### src/rtl/window_pointer_stack.sv
// Register-file window pointer with add/sub wrap detection and a LIFO of
// saved pointers for subroutine call/return. All state moves on the falling clock edge.
module window_pointer_stack #(
  parameter int WP_WIDTH  = 3,
  parameter int OFF_WIDTH = 3,
  parameter int DEPTH     = 4,
  parameter int CNT_WIDTH = $clog2(DEPTH + 1)
) (
  input  logic                 i_clk,
  input  logic                 i_reset,
  input  logic                 i_wp_reset,
  input  logic                 i_wp_add,
  input  logic                 i_wp_sub,
  input  logic                 i_wp_push,
  input  logic                 i_wp_pop,
  input  logic [OFF_WIDTH-1:0] i_offset,
  output logic [WP_WIDTH-1:0]  o_wp_out,
  output logic                 o_wp_wrap,
  output logic [CNT_WIDTH-1:0] o_stack_count,
  output logic                 o_stack_full,
  output logic                 o_stack_empty,
  output logic                 o_stack_err
);

  localparam int IDX_WIDTH = (DEPTH > 1) ? $clog2(DEPTH) : 1;

  logic [WP_WIDTH-1:0]  r_wp;
  logic                 r_wrap;
  logic [CNT_WIDTH-1:0] r_count;
  logic                 r_err;
  logic [WP_WIDTH-1:0]  r_stack [DEPTH];

  logic [WP_WIDTH-1:0]  w_off_ext;
  logic [WP_WIDTH:0]    w_sum;
  logic [WP_WIDTH:0]    w_diff;
  logic [CNT_WIDTH-1:0] w_cnt_m1;
  logic [IDX_WIDTH-1:0] w_wr_idx;
  logic [IDX_WIDTH-1:0] w_top_idx;
  logic                 w_full;
  logic                 w_empty;
  logic [WP_WIDTH-1:0]  w_wp_nxt;
  logic                 w_wrap_nxt;
  logic [CNT_WIDTH-1:0] w_cnt_nxt;
  logic                 w_err_nxt;
  logic                 w_push_ok;

  // Extra MSB of the sum/difference carries the carry-out / borrow.
  assign w_off_ext = WP_WIDTH'(i_offset);
  assign w_sum     = {1'b0, r_wp} + {1'b0, w_off_ext};
  assign w_diff    = {1'b0, r_wp} - {1'b0, w_off_ext};
  assign w_cnt_m1  = r_count - CNT_WIDTH'(1);
  assign w_wr_idx  = r_count[IDX_WIDTH-1:0];
  assign w_top_idx = w_cnt_m1[IDX_WIDTH-1:0];
  assign w_full    = (r_count == CNT_WIDTH'(DEPTH));
  assign w_empty   = (r_count == CNT_WIDTH'(0));

  // Strobe priority: wp_reset, push+pop, pop, push (with optional add/sub), add/sub.
  always_comb begin
    w_wp_nxt   = r_wp;
    w_wrap_nxt = 1'b0;
    w_cnt_nxt  = r_count;
    w_err_nxt  = r_err;
    w_push_ok  = 1'b0;
    if (i_wp_reset) begin
      w_wp_nxt = '0;
    end else if (i_wp_push && i_wp_pop) begin
      w_err_nxt = 1'b1;
    end else if (i_wp_pop) begin
      if (!w_empty) begin
        w_wp_nxt  = r_stack[w_top_idx];
        w_cnt_nxt = w_cnt_m1;
      end else begin
        w_err_nxt = 1'b1;
      end
    end else begin
      if (i_wp_push) begin
        if (!w_full) begin
          w_push_ok = 1'b1;
          w_cnt_nxt = r_count + CNT_WIDTH'(1);
        end else begin
          w_err_nxt = 1'b1;
        end
      end else begin
        w_push_ok = 1'b0;
      end
      // A failed push does not block the accompanying add/sub.
      if (i_wp_add && i_wp_sub) begin
        w_err_nxt = 1'b1;
      end else if (i_wp_add) begin
        w_wp_nxt   = w_sum[WP_WIDTH-1:0];
        w_wrap_nxt = w_sum[WP_WIDTH];
      end else if (i_wp_sub) begin
        w_wp_nxt   = w_diff[WP_WIDTH-1:0];
        w_wrap_nxt = w_diff[WP_WIDTH];
      end else begin
        w_wp_nxt = r_wp;
      end
    end
  end

  // Architectural state registers.
  always_ff @(negedge i_clk) begin
    if (i_reset) begin
      r_wp    <= '0;
      r_wrap  <= 1'b0;
      r_count <= '0;
      r_err   <= 1'b0;
    end else begin
      r_wp    <= w_wp_nxt;
      r_wrap  <= w_wrap_nxt;
      r_count <= w_cnt_nxt;
      r_err   <= w_err_nxt;
    end
  end

  // Saved-pointer storage; contents need no reset because count gates every read.
  always_ff @(negedge i_clk) begin
    if (w_push_ok && !i_reset) begin
      r_stack[w_wr_idx] <= r_wp;
    end
  end

  assign o_wp_out      = r_wp;
  assign o_wp_wrap     = r_wrap;
  assign o_stack_count = r_count;
  assign o_stack_full  = w_full;
  assign o_stack_empty = w_empty;
  assign o_stack_err   = r_err;

endmodule

### config.mk
export PLATFORM = sky130hd
export DESIGN_NAME = window_pointer_stack
export DESIGN_NICKNAME = d
export VERILOG_FILES = /design/src/rtl/window_pointer_stack.sv
export SDC_FILE = /design/constraint.sdc
export NUM_CORES = 1
export LEC_CHECK = 0
export ABC_AREA = 1
export ABC_CLOCK_PERIOD_IN_PS = 4800
export CORE_UTILIZATION = 45
export CTS_BUF_LIST = sky130_fd_sc_hd__clkbuf_8 sky130_fd_sc_hd__clkbuf_16
export DETAILED_ROUTE_END_ITERATION = 8
export PLACE_DENSITY = 0.75
export SLEW_MARGIN = 15
export SYNTH_ARGS = -nofsm -noshare
export SYNTH_HDL_FRONTEND = slang
export SYNTH_SLANG_ARGS = --single-unit
export TNS_END_PERCENT = 20
### constraint.sdc
create_clock -name i_clk -period 4.8 [get_ports i_clk]
set_clock_uncertainty 0.05 [all_clocks]
set_input_delay 0.96 -clock i_clk [delete_from_list [all_inputs] [get_ports i_clk]]
set_output_delay 0.96 -clock i_clk [all_outputs]
set_load 0.02 [all_outputs]
== Word-level counts from Yosys, hierarchy flattened ==
Memory sizes are Yosys's and may differ from the RTL's.
Index checks and enable logic that the tools add are counted.
Widths: inputs -> output; s select.

* Bits in read-only memories: 0
* Bits in latches: 0
* Logic and storage cells: 54
* Memories: 1
* Input bits: 10
* Register bits after elaboration: 8
* Bits in writable memories: 12

{| class="wikitable"
|+ Memory list
! memory !! depth !! bits a word !! read ports !! clocked after memory_dff !! write ports !! line !! source
|-
| r_stack || 4 || 3 || 1 || 0 || 1 || 31 || <nowiki>logic [WP_WIDTH-1:0] r_stack [DEPTH];</nowiki>
|}

* $lt $le $gt $ge: 0
* Reduce and logical (&&, ||, !) cells: 14
* Mux-type cells: 24
* Bitwise operators: 2
* $mul: 0
* Equal/unequal tests: 5
* Shift-type cells: 0
* $add $sub $neg: 4
* Div/mod/pow operators: 0

{| class="wikitable"
|+ Operator list
! kind !! count
|-
| $mux 3 || 9
|-
| $mux 1 || 15
|-
| $reduce_and 4->1 || 2
|-
| $reduce_bool 4->1 || 2
|-
| $ne 2x2->1 const B || 3
|-
| $reduce_and 5->1 || 1
|-
| $reduce_or 5->1 || 1
|-
| $add 3x3->4 || 1
|-
| $sub 3x3->4 || 1
|-
| $add 3x1->3 const B || 1
|-
| $eq 3x3->1 const B || 1
|-
| $logic_and 1x1->1 || 3
|-
| $logic_not 3->1 || 1
|-
| $ne 3x1->1 const B || 1
|-
| $reduce_bool 3->1 || 1
|-
| $sub 3x1->3 const B || 1
|-
| $not 1->1 || 2
|-
| $reduce_bool 2->1 || 1
|-
| $reduce_or 2->1 || 1
|-
| $logic_not 1->1 || 1
|}

== Longest topological paths before layout ==
* Depth after elaboration: 9
* Gate-level depth with buffers: 10
* Mapped depth without buffers: 10

==> results.py <==
metrics = {
    "global_routing": {
        "gr-total-overflow": 0,
        "grt_pass1_vias": 1308,
        "antenna_found_initial": 0,
        "track_usage_pct": 20.9,
        "grt_max_degree": 13,
        "grt_pass1_wl_um": 5150,
    },
    "power_and_ir_drop": {
        "p_total_uw": 494,
        "combPwrFrac_pct": 24.1,
        "p_leak_nw": 0.912,
        "peakVddDrop_uv": 235,
        "switching_share_pct": 34.7,
        "pwr-share-seq_pct": 39.0,
        "switching_power_uw": 172,
        "power.density_nw_per_um2": 276,
        "power.clock.fraction_pct": 36.9,
        "p_int_uw": 323,
    },
    "cts": {
        "insertion_delay_ns": 0.34,
        "ctsHoldBuffers": 0,
        "clk_pin_slew_ns": 0.03,
        "root_buffer": "clkbuf_8",
        "ctsHtreeMaxLevel": 1,
        "clk_path_buf_depth": 2,
        "cts_tree": "yes",
        "numClockSinks": 20,
        "cts_buffers": 3,
    },
    "setup_path": {
        "worst-path-max-fanout": 4,
        "path_class": "primary input to register",
        "crit_path_start": "i_wp_push",
        "worstSetupStartpointType": "primary input",
        "crit_arrival_ns": 2.34,
        "r2r-start": "o_stack_count[0]$_SDFFE_NP0P_",
        "cp_slowest_cell": "clkdlybuf4s50_1",
        "cp_data_required_time_ns": 2.35,
        "slowest_delay_ns": 0.43,
        "path_cells": "clkdlybuf4s50_1, ha_1, inv_1, nand2_1, or3_4, nor2_1",
        "end_kind": "register",
    },
    "die": {
        "rows": 19,
        "ioPinCount": 20,
        "die-area_um2": 3140,
        "initial_utilization_pct": 47.6,
        "die_y_um": 56.0,
        "die_w_um": 56.0,
        "core_um2": 2760,
    },
    "logic_synthesis": {
        "synth_top_cell_area_share_pct": 27.5,
        "synth.area.top_cells": "edfxtp_1 27%, ha_1 12%, dfxtp_1 12%",
        "synth_top_cell_by_area": "edfxtp_1",
        "synth.distinct_cells": 25,
        "yosysSeqAreaShare_pct": 39.7,
        "avgSynthCellArea_um2": 8.25,
        "synth_top_flop_cell": "edfxtp_1",
        "synthTopCellsByCount": "42 x nand2_1, 22 x inv_1, 17 x nor2_1, 13 x ha_1, 12 x edfxtp_1",
        "synth_edf_count": 12,
        "post-synth-top-count-cell": "nand2_1",
        "synthesis.nets": 184,
        "synth_area_um2": 1310,
        "yosysWarningCount": 0,
        "synth-seq-cells": 20,
        "netlist_instances": 159,
        "postSynth.asyncResetShare_pct": 0,
    },
    "cells_and_area": {
        "multi_input_area_um2": 679,
        "n_antenna_cell": 0,
        "fillCellCount": 238,
        "areaGrowthSynthToFinish_pct": 36.5,
        "regArea_um2": 520,
        "nNetsFinal": 244,
        "drive_gt1_share_pct": 19.3,
    },
    "timing": {
        "tns_ns": 0,
        "finalHoldViolCount": 0,
        "finalSetupViolCount": 0,
        "rsz0062_at_grt": "yes",
        "slew_headroom_pct": 80.2,
        "tightest_slew_ns": 0.296,
        "maxSlewViolCount": 0,
    },
    "job": {
        "cap_viol_max_count": 0,
    },
    "min_path": {
        "worstHoldStart": "o_stack_err$_SDFFE_NP0P_",
        "hold_path.class": "register to register",
    },
    "detailed_routing": {
        "via_per_inst": 4.87,
        "drc": 0,
        "drt_iter0_markers": 43,
        "routedWlPerCell_um": 12.2,
        "drt_pass1_iterations": 4,
        "num_vias": 1213,
        "drt_wl_total_um": 3030,
        "final_antenna_net_count": 0,
    },
    "status": {
        "status": "finished clean",
    },
    "placement": {
        "place.gp.congestion": 0.859,
        "hpwlAfterDp_um": 2410,
        "numPortBuffers": 19,
    },
}
## sequential cells by signal, summed over array words and instances (netlist names)
register and cells:
o_wp_out 3, o_wp_wrap 1, o_stack_err 1, o_stack_count 3, r_stack 12
## metrics by stage
step | std cells | setup slack, ns | hold slack (ns) | area (µm²) | util [%]
after global placement | 226 | -0.253 | 0.387 | 1670 | 60.4
after detailed placement | 226 | -0.318 | 0.395 | 1670 | 60.4
after floorplan | 159 | 0.0167 | 0.476 | 1310 | -
final | 249 | 0.0147 | 0.400 | 1790 | 65.0
after global routing | 249 | -0.0849 | 0.408 | 1790 | 65.0
after CTS | 249 | -0.0259 | 0.403 | 1780 | 64.7
## per-layer routing
metal	global-route usage, %	share of wire (%)	wire, µm
met1	22.3	40	1200
met2	35.9	52	1580
met3	4.65	5.0	150
met4	15.0	3.0	92
met5	0	0	0
## power groups by stage
| stage | combinational, mW | sequential (mW) | clock, mW |
|---|---|---|---|
| 2_1_floorplan | 0.0598 | 0.201 | 0.0265 |
| 3_3_place_gp | 0.115 | 0.195 | 0.0265 |
| 3_5_place_dp | 0.119 | 0.195 | 0.0265 |
| 4_1_cts | 0.119 | 0.193 | 0.189 |
| 5_1_grt | 0.131 | 0.193 | 0.207 |
| 6_report | 0.119 | 0.193 | 0.183 |
## critical path, delay by kind of cell
kind | cells | cell delay, ns
adder cells (fa/ha/maj) | 1 | 0.21
AND/OR/NAND/NOR | 3 | 0.67
buffers and inverters | 2 | 0.51
## logic make-up after synthesis
kind of cell | Yosys count | share of synthesized area [%]
simple gates | 74 | 25.2
buf+inv | 28 | 9.82
compound gates | 21 | 9.25
flops | 20 | 39.7
fa+ha+maj | 15 | 15.4
xor+xnor | 1 | 0.667
## cell type report
cell class	instances	share of cell area [%]
clock buffer	3	2.30
clock inverter	21	4.54
inverter	25	5.94
multi-input combinational	111	37.9
sequential	20	29.1
tap	31	2.16
timing repair buffer	38	18.1
## layout by cell type (no fill, tap or decap)
cell / n
nor2_2: 2
inv_4: 1
nand3_1: 6
nand4_1: 1
ha_2: 2
nor2_1: 15
clkdlybuf4s50_1: 13
o211ai_1: 1
o21ai_1: 3
nor2_4: 3
nand3_2: 1
nor3_1: 1
inv_1: 41
or3_4: 1
nand2_2: 3
edfxtp_1: 12
nand2_1: 41
xor2_1: 1
dlymetal6s2s_1: 1
ha_1: 11
dfxtp_1: 8
o21bai_4: 1
a21oi_1: 9
dlygate4sd2_1: 3
buf_4: 20
fa_1: 2
clkinv_1: 1
clkbuf_2: 1
clkbuf_8: 3
inv_2: 2
o21ai_0: 6
a21oi_2: 1
clkinv_8: 1
## what timing repair did
item                                   CTS  global route
resized for setup                        9             9
buffers inserted                         0             0
setup endpoints to repair                5            17
gates cloned                             0             0
pin swaps                                0             1
endpoints found under the hold margin    0             0
## path summary, 6_finish.rpt
kind                              end  slack, ns  cells after the start
max reg2reg   r_stack[1][0]$_DFFE_NP_       2.93                      7
min          o_stack_err$_SDFFE_NP0P_       0.40                      2
max           r_stack[1][0]$_DFFE_NP_       0.01                      6
min reg2reg  o_stack_err$_SDFFE_NP0P_       0.40                      2
Power figures use the tool's default switching activity.
